[src/rtl/if_stage.sv]
// ---------------------------------------------------------------------------
// if_stage -- instruction-fetch stage of the 5-stage RV pipeline.
//
// Owns the PC, chooses the next PC (sequential, branch redirect or hold),
// presents the PC to instruction memory and captures the returned word into
// the IF/ID pipeline register. Stall holds PC and IF/ID. A taken branch
// redirects the PC and flushes IF/ID. Fetching the exit opcode freezes fetch
// in the HALTED state until an older branch redirects it.
//
// Ports
//   clk            rising-edge clock
//   rst_n          asynchronous active-low reset
//   stall          hold PC, IF/ID and fetch_count this cycle
//   branch_taken   redirect to branch_target and flush IF/ID
//   branch_target  redirect PC (low two bits are forced to zero)
//   imem_addr      instruction-memory address (= pc, combinational)
//   imem_rdata     instruction word for imem_addr, same cycle
//   if_id_pc       PC of the instruction held in IF/ID
//   if_id_instr    instruction held in IF/ID
//   if_id_valid    IF/ID holds a real (non-bubble) instruction
//   halted         registered, high while fetch is frozen
//   fetch_count    saturating count of instructions accepted into IF/ID
// ---------------------------------------------------------------------------
module if_stage #(
  parameter logic [31:0] RESET_PC    = 32'h0000_0000,
  parameter logic [31:0] NOP_INSTR   = 32'h0000_0013,
  parameter logic [6:0]  HALT_OPCODE = 7'b1111111,
  parameter int          CNT_W       = 16
) (
  input  logic             clk,
  input  logic             rst_n,
  input  logic             stall,
  input  logic             branch_taken,
  input  logic [31:0]      branch_target,
  output logic [31:0]      imem_addr,
  input  logic [31:0]      imem_rdata,
  output logic [31:0]      if_id_pc,
  output logic [31:0]      if_id_instr,
  output logic             if_id_valid,
  output logic             halted,
  output logic [CNT_W-1:0] fetch_count
);

  typedef enum logic {RUN, HALTED} state_t;

  state_t           state;
  logic [31:0]      pc_p0;
  logic [31:0]      pc_p1;
  logic [31:0]      instr_p1;
  logic             vld_p1;
  logic             halted_q;
  logic [CNT_W-1:0] cnt_q;
  logic [31:0]      target_aligned;
  logic             is_exit;

  // Count of accepted fetches sticks at all-ones instead of wrapping.
  function automatic logic [CNT_W-1:0] sat_inc(input logic [CNT_W-1:0] c);
    if (&c) return c;
    return c + {{(CNT_W-1){1'b0}}, 1'b1};
  endfunction

  assign target_aligned = {branch_target[31:2], 2'b00};
  assign is_exit        = (imem_rdata[6:0] == HALT_OPCODE);

  // ---- IF: PC drives instruction memory directly ----
  assign imem_addr = pc_p0;

  always_ff @(posedge clk or negedge rst_n) begin
    if (!rst_n) begin
      state    <= RUN;
      halted_q <= 1'b0;
      pc_p0    <= RESET_PC;
      pc_p1    <= 32'h0000_0000;
      instr_p1 <= NOP_INSTR;
      vld_p1   <= 1'b0;
      cnt_q    <= '0;
    end else begin
      case (state)
        RUN: begin
          if (branch_taken) begin
            // Flush beats stall: the fetched word is on the wrong path.
            pc_p0    <= target_aligned;
            pc_p1    <= 32'h0000_0000;
            instr_p1 <= NOP_INSTR;
            vld_p1   <= 1'b0;
          end else if (!stall) begin
            pc_p1    <= pc_p0;
            instr_p1 <= imem_rdata;
            vld_p1   <= 1'b1;
            cnt_q    <= sat_inc(cnt_q);
            if (is_exit) begin
              // Exit word is delivered downstream; PC parks on it.
              state    <= HALTED;
              halted_q <= 1'b1;
            end else begin
              pc_p0 <= pc_p0 + 32'd4;
            end
          end
        end
        HALTED: begin
          if (branch_taken) begin
            // An older branch still in flight squashes the exit.
            state    <= RUN;
            halted_q <= 1'b0;
            pc_p0    <= target_aligned;
            pc_p1    <= 32'h0000_0000;
            instr_p1 <= NOP_INSTR;
            vld_p1   <= 1'b0;
          end else if (!stall) begin
            pc_p1    <= 32'h0000_0000;
            instr_p1 <= NOP_INSTR;
            vld_p1   <= 1'b0;
          end
        end
        default: begin
          state    <= RUN;
          halted_q <= 1'b0;
        end
      endcase
    end
  end

  // ---- IF/ID register outputs ----
  assign if_id_pc    = pc_p1;
  assign if_id_instr = instr_p1;
  assign if_id_valid = vld_p1;
  assign halted      = halted_q;
  assign fetch_count = cnt_q;

endmodule

[config.mk]
export PLATFORM = sky130hd
export DESIGN_NAME = if_stage
export DESIGN_NICKNAME = d
export VERILOG_FILES = /design/src/rtl/if_stage.sv
export SDC_FILE = /design/constraint.sdc
export NUM_CORES = 1
export LEC_CHECK = 0
export BUFFER_PORTS_ARGS = -buffer_cell sky130_fd_sc_hd__buf_2
export CORE_ASPECT_RATIO = 0.8
export CORE_MARGIN = 2
export CORE_UTILIZATION = 50
export DETAILED_ROUTE_END_ITERATION = 16
export PLACE_DENSITY = 0.81
export SYNTH_ARGS = -nofsm -noshare
export SYNTH_HDL_FRONTEND = slang
export SYNTH_SLANG_ARGS = --single-unit
[constraint.sdc]
create_clock -name clk -period 4.7 [get_ports clk]
set_input_delay 0.47 -clock clk [delete_from_list [all_inputs] [get_ports clk]]
set_output_delay 0.47 -clock clk [all_outputs]
set_load 0.01 [all_outputs]
# Word level (Yosys, flattened, before mapping)
# Index checks and enable logic that the tools add are counted.
op_classes:
  reduce_logical: 5
  n_addsub: 2
  n_bitwise: 3
  n_eq_ne: 9
  mux: 35
ops:
  columns: ["op", "n"]
  rows:
  - ["$mux 32", 12]
  - ["$pmux 32 s2", 3]
  - ["$add 32x3->32 const B", 1]
  - ["$add 16x1->16 const B", 1]
  - ["$mux 1", 16]
  - ["$mux 16", 1]
  - ["$reduce_and 16->1", 1]
  - ["$ne 2x2->1 const B", 5]
  - ["$ne 3x3->1 const B", 3]
  - ["$reduce_and 4->1", 2]
  - ["$eq 7x7->1 const B", 1]
  - ["$pmux 1 s2", 3]
  - ["$not 1->1", 3]
  - ["$reduce_and 3->1", 1]
  - ["$reduce_and 2->1", 1]
word_totals:
  register_bits: 115
  out_inout_bits: 114
  input_bits: 68
  wordCells: 61

# Longest topological paths before layout
# Gate-level depths: netlist of the first run.
depth:
  word_depth: 7
  depth_mapped: 7
  depth_no_buf: 6

# Worst setup path before layout of the first run
# Ideal clock, no wire load.
synth_path:
  kind: "register -> register"
  start: "reg pc_p0[2], in the netlist imem_addr[2]"
  end: "reg pc_p0[26], in the netlist imem_addr[26]"
  n_path_buf: 0
  t_arrival_ns: 1.839
  setup_time_ns: 0.069
  period_less_slack_ns: 1.908
  required_time_ns: 4.631
  setup_slack_ns: 2.792
  stages_incl_launch_ff: 7
  path_cell_list: "dfrtp_1 ha_1 nand3_2 nor3_2 nand3_1 or4_1 nand3_1"
synth_between:
  elab_chain_len: 5
synth_lines:
  columns: ["item", "line_no", "rtl"]
  rows:
  - ["start, declared", "47", "logic [31:0] pc_p0;"]
  - ["start signal, assigned", "82", "pc_p0 <= target_aligned;"]
  - ["start signal, assigned", "96", "pc_p0 <= pc_p0 + 32'd4;"]
  - ["start signal, assigned", "105", "pc_p0 <= target_aligned;"]
  - ["$add 32x3->32", "96", null]
  - ["$mux 32", "91", "if (is_exit) begin"]
  - ["$mux 32", "86", "end else if (!stall) begin"]
  - ["$mux 32", "80", "if (branch_taken) begin"]
  - ["$pmux 32 s2", "78", "case (state)"]
# Every way passes these cells. The select of a mux whose other input is x is not followed.
# A chain may end at the register's enable or synchronous reset.

# Worst setup path in the final report of the first run
layout_path:
  start: "reg state"
  end: "reg pc_p0[9], in the netlist imem_addr[9]"
layout_between:
  elab_chain_len: 3
  word_cells_on_any_way: 6
  cone_classes: "3 x eq/ne; 1 x mux; 1 x bitwise; 1 x reduce/logical"
layout_lines:
  columns: ["item", "line_no", "rtl"]
  rows:
  - ["start, declared", "46", "state_t state;"]
  - ["start signal, assigned", "70", "state <= RUN;"]
  - ["start signal, assigned", "93", "state <= HALTED;"]
  - ["start signal, assigned", "103", "state <= RUN;"]
  - ["$not 1->1 (no line)", null, null]
  - ["$ne 3x3->1 (no line)", null, null]
  - ["$reduce_and 3->1 (no line)", null, null]
# Several ways; a longest one is shown, not always the timed one.

==> metrics.md, run 1 <==
| Metric | Value |
|---|---|
| Status | complete, no violations |
| DRT antenna net count | 0 |
| Max Slew Vio Count | 0 |
| # fillers | 777 |
| Clock skew | 0.0115 ns |
| Seq/Total Area, Yosys | 56.4% |
| CORE AREA | 9650 um^2 |
| Startpoint types | flop |
| # port buffers | 177 |
| Worst slack, placed | 2.01 ns |
| Data required, critical path | 4.94 ns |
| YS warnings | 0 |
| Final Hold Viols | 0 |
| Relative slew slack | 23.1% |
| Storage element area | 2810 um^2 |
| Clock Tree Buf Depth | 2 |
| N_diodes | 0 |
| Die Area | 10800 um^2 |
| Top Ports | 182 |
| Clk Latency, worst-skew pair | 0.35 ns |
| Seq cells post-synth | 112 |
| P_leak | 3.04 nW |
| Cell Rows | 32 |
| Depth of the CTS H-tree | 3 |
| Sum of negative setup slack | 0 ns |
| Total power draw | 2.44 mW |
| CP top delay family | simple AND/OR/NAND/NOR gates |
| Synth Instances | 451 |
| Slowest cell on the critical path | nand2b_1 |
| Routed vias | 4388 |
| Post-synth top flop | dfrtp_1 |
| Vias in the first global route | 4100 |
| Post-synth top cells | dfrtp_1, a22o_1, nand2_1 |
| Chip height | 93.2 um |
| EDFF count, synth | 0 |
| Iter 0 DRT Violations | 350 |
| Synth Cell Area | 4980 um^2 |
| Crit path max fanout | 31 |
| Final wirelength | 13600 um |
| Drt drc | 0 |
| Area occupied by multi-input gates | 2030 um^2 |
| Crit path arrival time | 2.67 ns |
| Clock root buffer master | clkbuf_16 |
| Synth top area share | 54.8% |
| Remaining Overflow, GRT | 0 |
| CP peak stage delay | 0.89 ns |
| RSZ-0062 raised after global routing | no |
| Area contributors post-synth | dfrtp_1, a22o_1, a21oi_1, xnor2_1, nand2_1 |
| Fraction of registers with async set/reset | 100% |
| Setup Fix Bufs, Post-CTS | 0 |
| Worst-Margin Slew | 1.15 ns |
| Max Cap Viol | 0 |
| Power per cell area | 389 nW/um^2 |
| Dpl hpwl | 9540 um |
| Most numerous cell in the Yosys netlist | dfrtp_1 |
| Worst hold path type | input pin to asynchronous set/reset pin |
| WS Path Type | flop to flop |
| Vias per inst | 5.84 |
| Initial antenna violation count | 0 |
| Routability cong. | 0.863 |
| Sink Count | 112 |
| CP bufs+invs | 0 |
| Share of post-route cells with drive strength above 1 | 34.9% |
| Total CTS buffers | 9 |
| Finished Core Util | 65.1% |
| # setup viols final | 0 |
| Initial core utilization | 51.6% |
| Syn-to-layout area delta | 26.2% |
| Peak VDD IR | 0.000227 V |
| CP Cell Sequence | nor2_1 > o21ai_1 > nand2b_1 > o21ai_0 > a22o_1 |
| CTS tree | yes |
| Wire length of the first global-routing pass | 21200 um |
| Final worst-path cycle share | 51.8% |
| Post-cts resize count | 0 |
| Post-cts hold buffer count | 0 |
| Fmax achieved | 0.411 GHz |
| Largest net degree at the start of global routing | 86 |
| Synth unique cells | 55 |
| Largest area contributor in the netlist | dfrtp_1 |
| Wire per inst | 18.1 um |
| All-Layer GR Usage | 25.4% |
| Syn avg cell area | 11.0 um^2 |
| Crit path time final | 2.44 ns |
| Crit path capture type | flop |
| Nets | 681 |
| Die width | 116 um |
| Fin worst setup slack | 2.26 ns |
| Drt first pass iters | 5 |
| Worst-path clk slew | 0.08 ns |
[registers in the layout, summed over array words and instances, names as in the netlist]
register,flops
if_id_instr,32
imem_addr,30
fetch_count,16
state,1
if_id_valid,1
halted,1
if_id_pc,31
[layout make-up]
cell class / instances / area share (%)
sequential: 112 / 44.7
multi-input combinational: 304 / 32.3
timing repair buffer: 181 / 14.6
clock buffer: 10 / 3.65
tap: 136 / 2.71
clock inverter: 6 / 1.83
inverter: 3 / 0.179
[metal layers]
metal / global-route usage (%) / vias up / part of all wire, %
li1: - / 2019 / -
met1: 34.8 / 2157 / 43
met2: 39.5 / 199 / 47
met3: 6.35 / 13 / 8.0
met4: 8.94 / 0 / 1.3
met5: 0 / - / 0
[cells by family after synthesis]
kind of cell / Yosys count / synth area share (%)
flops: 112 / 56.4
fa+ha+maj: 2 / 0.503
other cells: 1 / 0.0753
compound gates: 155 / 22.4
simple gates: 125 / 13.8
xor+xnor: 19 / 3.34
buf+inv: 36 / 3.27
mux: 1 / 0.226
[power breakdown]
group	internal, mW	switching, mW	leakage, nW	total, mW
Combinational	0.180	0.224	1.45	0.404
Sequential	1.06	0.112	1.43	1.17
Clock	0.524	0.347	0.163	0.871
Total	1.76	0.682	3.04	2.44
[worst paths after layout]
path	startpoint	endpoint	slack [ns]	cells after the start
max	state$_DFF_PN0_	imem_addr[9]$_DFFE_PN0P_	2.26	5
min	rst_n	if_id_pc[13]$_DFFE_PN0P_	0.30	1
max reg2reg	state$_DFF_PN0_	imem_addr[9]$_DFFE_PN0P_	2.26	5
min reg2reg	halted$_DFFE_PN0P_	halted$_DFFE_PN0P_	0.48	2
max in group asynchronous	rst_n	if_id_instr[4]$_DFFE_PN1P_	3.40	2
min in group clk	branch_target[2]	imem_addr[2]$_DFFE_PN0P_	0.34	3
[cell usage in the layout, fill, tap and decap left out, types with 3 or more instances in the layout]
| cell | netlist | layout |
|---|---|---|
| a2bb2oi_1 | 4 | 4 |
| and4_1 | 4 | 4 |
| buf_4 | 4 | 5 |
| a311oi_1 | 3 | 3 |
| nand4_1 | 14 | 14 |
| dfrtp_1 | 109 | 109 |
| or3_1 | 3 | 3 |
| o22a_1 | 4 | 4 |
| inv_1 | 3 | 3 |
| and3_1 | 9 | 9 |
| a22o_1 | 59 | 59 |
| a31oi_1 | 3 | 3 |
| bufinv_16 | 0 | 3 |
| o22ai_1 | 9 | 9 |
| dfstp_2 | 3 | 3 |
| xor2_1 | 3 | 3 |
| o21ai_0 | 22 | 22 |
| clkbuf_16 | 0 | 9 |
| nor2_1 | 18 | 16 |
| nand2_1 | 34 | 34 |
| and2_1 | 4 | 4 |
| nor2b_1 | 4 | 3 |
| a32oi_1 | 3 | 3 |
| buf_2 | 10 | 176 |
| o21ai_1 | 3 | 3 |
| nor4_1 | 3 | 3 |
| a21oi_1 | 30 | 30 |
| nand3_1 | 18 | 18 |
| xnor2_1 | 16 | 16 |
[per-stage QoR]
stage               cell area (um^2)  hold WS [ns]  cells
floorplan                       4980         0.174    452
global placement                5940         0.461    736
detailed placement              5940         0.473    736
CTS                             6280         0.331    752
global route                    6280         0.337    752
finish                          6280         0.303    752
(Power assumes the default switching activity.)
==> inputs of run 2 (changes only) <==
==> constraint.sdc (replaced) <==
create_clock -name clk -period 2.3 [get_ports clk]
set_input_delay 0.23 -clock clk [delete_from_list [all_inputs] [get_ports clk]]
set_output_delay 0.23 -clock clk [all_outputs]
set_load 0.01 [all_outputs]
==> metrics.md, run 2 (synthesized netlist as in run 1, its figures left out) <==
| Metric | Value |
|---|---|
| Data required, critical path | 2.60 ns (-2.34 ns) |
| Initial antenna violation count | 1 (+1) |
| All-Layer GR Usage | 24.9% (-0.53 points) |
| Final worst-path cycle share | 89.4% (+38 points) |
| Clock Tree Buf Depth | 2 (unchanged) |
| CTS tree | yes |
| Storage element area | 2810 um^2 (unchanged) |
| Seq pwr share | 48.1% (+0.3 points) |
| Status | complete, no violations |
| Wire length of the first global-routing pass | 20800 um (-2.1%) |
| Most common cell after layout, fill and taps aside | buf_2 |
| Post-cts resize count | 0 (unchanged) |
| Depth of the CTS H-tree | 3 (unchanged) |
| Dpl cells | 749 (+1.8%) |
| # fillers | 754 (-3.0%) |
| Net Sw Frac | 28.1% (+0.19 points) |
| Max Slew Vio Count | 0 (unchanged) |
| Iter 0 DRT Violations | 433 (+24%) |
| Initial core utilization | 51.6% (unchanged) |
| Max reg flops | 32 (unchanged) |
| Worst-path clk slew | 0.08 ns (about the same) |
| Startpoint types | flop |
| Drt first pass iters | 5 (unchanged) |
| Worst-Margin Slew | 0.519 ns (-0.634 ns) |
| Clk Latency, worst-skew pair | 0.36 ns (about the same) |
| P_leak | 3.13 nW (+2.7%) |
| Die Area | 10800 um^2 (unchanged) |
| Pint | 3.57 mW (+100%) |
| Power per cell area | 772 nW/um^2 (+98%) |
| Syn-to-layout area delta | 29.1% |
| Share of post-route cells with drive strength above 1 | 36.2% (+1.3 points) |
| Vias in the first global route | 3994 (-2.6%) |
| RSZ-0062 raised after global routing | no |
| Sink Count | 112 (unchanged) |
| Routed vias | 4443 (+1.3%) |
| Crit path time final | 2.06 ns (-0.380 ns) |
| Chip height | 93.2 um (unchanged) |
| Wire per inst | 17.8 um (-1.7%) |
| Routability cong. | 0.874 (+1.2%) |
| CORE AREA | 9650 um^2 (unchanged) |
| Sw Pwr | 1.39 mW (+100%) |
| Cell Rows | 32 (unchanged) |
| # port buffers | 177 (unchanged) |
| DRT antenna net count | 0 (unchanged) |
| Clock network fraction of total power | 34.6% (-1.0 points) |
| WS Path Type | flop to flop |
| Max Cap Viol | 0 (unchanged) |
| Top Ports | 182 (unchanged) |
| Drt drc | 0 (unchanged) |
| Vias per inst | 5.81 (-0.47%) |
| Clock skew | 0.0103 ns (-0.00119 ns) |
| Final Hold Viols | 0 (unchanged) |
| Area occupied by multi-input gates | 2030 um^2 (unchanged) |
| Most frequent cells in the layout | buf_2, dfrtp_1, a22o_1, nand2_1, a21oi_1 |
| Total CTS buffers | 9 (unchanged) |
| Setup Fix Bufs, Post-CTS | 0 (unchanged) |
| Peak VDD IR | 0.000563 V (+150%) |
| Relative slew slack | 65.4% (+42 points) |
| Post-cts hold buffer count | 1 (+1) |
| Hold_ws | 0.0970 ns (-0.206 ns) |
| Die width | 116 um (unchanged) |
| Remaining Overflow, GRT | 0 (unchanged) |
| Sum of negative setup slack | 0 ns (unchanged) |
| Largest net degree at the start of global routing | 50 (-42%) |
| Fmax achieved | 0.486 GHz (+18%) |
| Crit path capture type | flop |
| Worst hold path type | input pin to flop |
| # setup viols final | 0 (unchanged) |
| N_diodes | 0 (unchanged) |
| Nets | 695 (+2.1%) |
| Comb power frac | 17.3% (+0.8 points) |
| Crit path arrival time | 2.35 ns (-0.32 ns) |
| Clock root buffer master | clkbuf_16 |
| Final wirelength | 13600 um (about the same) |
| Crit path max fanout | 7 (-77%) |
| Post-Layout Cell Count | 765 (+1.7%) |
| Dpl hpwl | 9830 um (+3.0%) |
[run 2: worst max-delay path, stage by stage, from the launching register on]
cell	delay, ns
dfrtp_1	0.48
ha_1	0.26
nand3_2	0.19
nor3_2	0.40
nand3_1	0.15
or4_1	0.43
nand3_1	0.10
[run 2: cell type report]
type                    count  area share, %
flip-flops and latches    112           43.7
multi-input cells         304           31.6
repair buffers            195           16.8
clock buffers              11           3.93
well taps                 136           2.65
clock inverters             4           1.21
inverters                   3          0.175
[run 2: power by group through the flow]
stage / logic, mW / registers, mW / clock network [mW]
final: 0.857 / 2.39 / 1.72
after global routing: 0.942 / 2.42 / 1.82
after CTS: 0.865 / 2.38 / 1.74
after detailed placement: 0.859 / 2.42 / 0
after global placement: 0.837 / 2.40 / 0
after floorplan: 0.370 / 2.47 / 0
[run 2: metal layers]
metal	track usage [%]	wire [um]	vias to the layer above
met5	0	0	-
met4	6.93	171	0
met3	5.90	933	14
met2	39.7	6470	181
met1	34.2	6070	2202
li1	-	-	2046
[run 2: metrics by stage]
stage	setup WS [ns]	instance area (um^2)	util [%]	total power, mW
after global placement	0.349	6080	63.0	3.24
after detailed placement	0.293	6080	63.0	3.28
after floorplan	0.392	4980	-	2.84
final	0.244	6420	66.6	4.96
after CTS	0.274	6420	66.6	4.99
after global routing	0.135	6420	66.6	5.18
[run 2: final timing paths]
kind,slack [ns],startpoint,end,cells past startpoint
worst max register to register,0.24,imem_addr[3]$_DFFE_PN0P_,imem_addr[26]$_DFFE_PN0P_,6
worst min-delay path,0.1,branch_target[30],imem_addr[30]$_DFFE_PN0P_,3
max in group asynchronous,1.25,rst_n,if_id_instr[6]$_DFFE_PN0P_,3
worst min register to register,0.48,halted$_DFFE_PN0P_,halted$_DFFE_PN0P_,2
min in group asynchronous,0.39,rst_n,imem_addr[13]$_DFFE_PN0P_,2
worst max-delay path,0.24,imem_addr[3]$_DFFE_PN0P_,imem_addr[26]$_DFFE_PN0P_,6
==> inputs of run 3 (changes only) <==
==> constraint.sdc (replaced) <==
create_clock -name clk -period 2.65 [get_ports clk]
set_input_delay 0.265 -clock clk [delete_from_list [all_inputs] [get_ports clk]]
set_output_delay 0.265 -clock clk [all_outputs]
set_load 0.01 [all_outputs]
==> metrics.md, run 3 (synthesized netlist as in run 1, its figures left out) <==
| Metric | Value |
|---|---|
| Crit path time final | 2.22 ns (+0.168 ns) |
| Cell Rows | 32 (unchanged) |
| Clock skew | 0.00668 ns (-0.00363 ns) |
| Initial antenna violation count | 2 (+1) |
| Clk Latency, worst-skew pair | 0.35 ns (about the same) |
| Crit path max fanout | 7 (unchanged) |
| N_diodes | 0 (unchanged) |
| Vias per inst | 5.76 (-0.77%) |
| Drt drc | 0 (unchanged) |
| Most frequent cells in the layout | buf_2, dfrtp_1, a22o_1, nand2_1, a21oi_1 |
| Wire per inst | 17.9 um (+0.47%) |
| Clock root buffer master | clkbuf_16 |
| Clock Tree Buf Depth | 2 (unchanged) |
| Drt first pass iters | 4 (-1) |
| Power per cell area | 649 nW/um^2 (-16%) |
| CORE AREA | 9650 um^2 (unchanged) |
| Data required, critical path | 2.88 ns (+0.28 ns) |
| Worst hold path type | input pin to flop |
| Sum of negative setup slack | 0 ns (unchanged) |
| Final wirelength | 13600 um (-0.18%) |
| Depth of the CTS H-tree | 3 (unchanged) |
| Most common cell after layout, fill and taps aside | buf_2 |
| Nets | 689 (-0.86%) |
| Post-Layout Cell Count | 760 (-0.65%) |
| Top Ports | 182 (unchanged) |
| Chip height | 93.2 um (unchanged) |
| Worst r2r src | imem_addr[2]$_DFFE_PN0P_ |
| Largest net degree at the start of global routing | 80 (+60%) |
| Final Hold Viols | 0 (unchanged) |
| Max Slew Vio Count | 0 (unchanged) |
| Total CTS buffers | 9 (unchanged) |
| Share of post-route cells with drive strength above 1 | 35.7% (-0.51 points) |
| # setup viols final | 0 (unchanged) |
| Setup Fix Bufs, Post-CTS | 0 (unchanged) |
| Dpl cells | 743 (-0.80%) |
| Crit path arrival time | 2.46 ns (+0.11 ns) |
| Worst-Margin Slew | 0.732 ns (+0.213 ns) |
| CP Launch Point | imem_addr[2]$_DFFE_PN0P_ |
| Dpl hpwl | 9610 um (-2.2%) |
| Syn-to-layout area delta | 27.4% |
| Hold_sp | branch_target[30] |
| All-Layer GR Usage | 25.3% (+0.46 points) |
| RSZ-0062 raised after global routing | no |
| Iter 0 DRT Violations | 388 (-10%) |
| Fmax achieved | 0.450 GHz (-7.5%) |
| DRT antenna net count | 0 (unchanged) |
| CTS tree | yes |
| Crit path capture type | flop |
| Final worst-path cycle share | 83.9% (-5.5 points) |
| Die Area | 10800 um^2 (unchanged) |
| Initial core utilization | 51.6% (unchanged) |
| Vias in the first global route | 4098 (+2.6%) |
| Startpoint types | flop |
| Sink Count | 112 (unchanged) |
| P_leak | 3.07 nW (-1.8%) |
| Peak VDD IR | 0.000417 V (-26%) |
| Remaining Overflow, GRT | 0 (unchanged) |
| Max reg flops | 32 (unchanged) |
| # port buffers | 177 (unchanged) |
| Relative slew slack | 50.8% (-15 points) |
| WS Path Type | flop to flop |
| Wire length of the first global-routing pass | 21300 um (+2.5%) |
| Die width | 116 um (unchanged) |
| Routability cong. | 0.869 (-0.57%) |
| Routed vias | 4380 (-1.4%) |
| Hold_ws | 0.128 ns (+0.0308 ns) |
| Status | complete, no violations |
| Worst-path clk slew | 0.07 ns (about the same) |
| Max Cap Viol | 0 (unchanged) |
[run 3: cell types whose count changed in the layout (fill, tap and decap cells not counted), sizes merged]
cell	previous run	this run
clkinvlp	0	2
clkbuf	11	10
buf	194	188
inv	3	5
bufinv	2	0
[run 3: final cells by class]
cell class	instances	area (um^2)
Clock buffer	10	239
Clock inverter	6	52.6
Fill cell	759	3310
Inverter	3	11.3
Multi-Input combinational cell	304	2030
Sequential cell	112	2810
Tap cell	136	170
Timing Repair Buffer	189	1030
[run 3: worst max-delay path, cell delays in order, from the launching register on]
cell and delay [ns]:
dfrtp_1 0.49, ha_1 0.25, nand3_2 0.17, nor3_2 0.52, nand3_1 0.28, o22ai_1 0.16, o2bb2a_1 0.24
[run 3: worst paths after layout]
kind	to	slack (ns)	cells past startpoint
min in group asynchronous	if_id_pc[16]$_DFFE_PN0P_	0.40	2
max reg2reg	imem_addr[20]$_DFFE_PN0P_	0.43	6
min reg2reg	halted$_DFFE_PN0P_	0.48	2
max	imem_addr[20]$_DFFE_PN0P_	0.43	6
min	imem_addr[30]$_DFFE_PN0P_	0.13	3
max in group asynchronous	if_id_instr[8]$_DFFE_PN0P_	1.49	3
[run 3: metal layers]
metal | track usage, % | wire [um]
met5 | 0 | 13
met4 | 5.82 | 99
met1 | 35.5 | 6030
met2 | 40.0 | 6450
met3 | 6.29 | 1030
[run 3: through the flow]
stage / util [%] / power, mW / setup slack (ns) / cell area, um^2
after floorplan: - / 2.46 / 0.742 / 4980
after global placement: 62.6 / 2.81 / 0.550 / 6040
after detailed placement: 62.6 / 2.84 / 0.478 / 6040
after CTS: 65.7 / 4.16 / 0.454 / 6340
after global routing: 65.7 / 4.33 / 0.253 / 6340
final: 65.7 / 4.12 / 0.427 / 6340
[run 3: power by group]
part | internal, mW | switching, mW | total (mW)
combinational | 0.335 | 0.394 | 0.729
clock | 0.677 | 0.636 | 1.31
sequential | 1.88 | 0.199 | 2.07
[run 3: timing repair]
action / in CTS / in global routing
hold buffers: 1 / 0
endpoints found under the hold margin: 30 / 0
gates resized for setup: 0 / 0
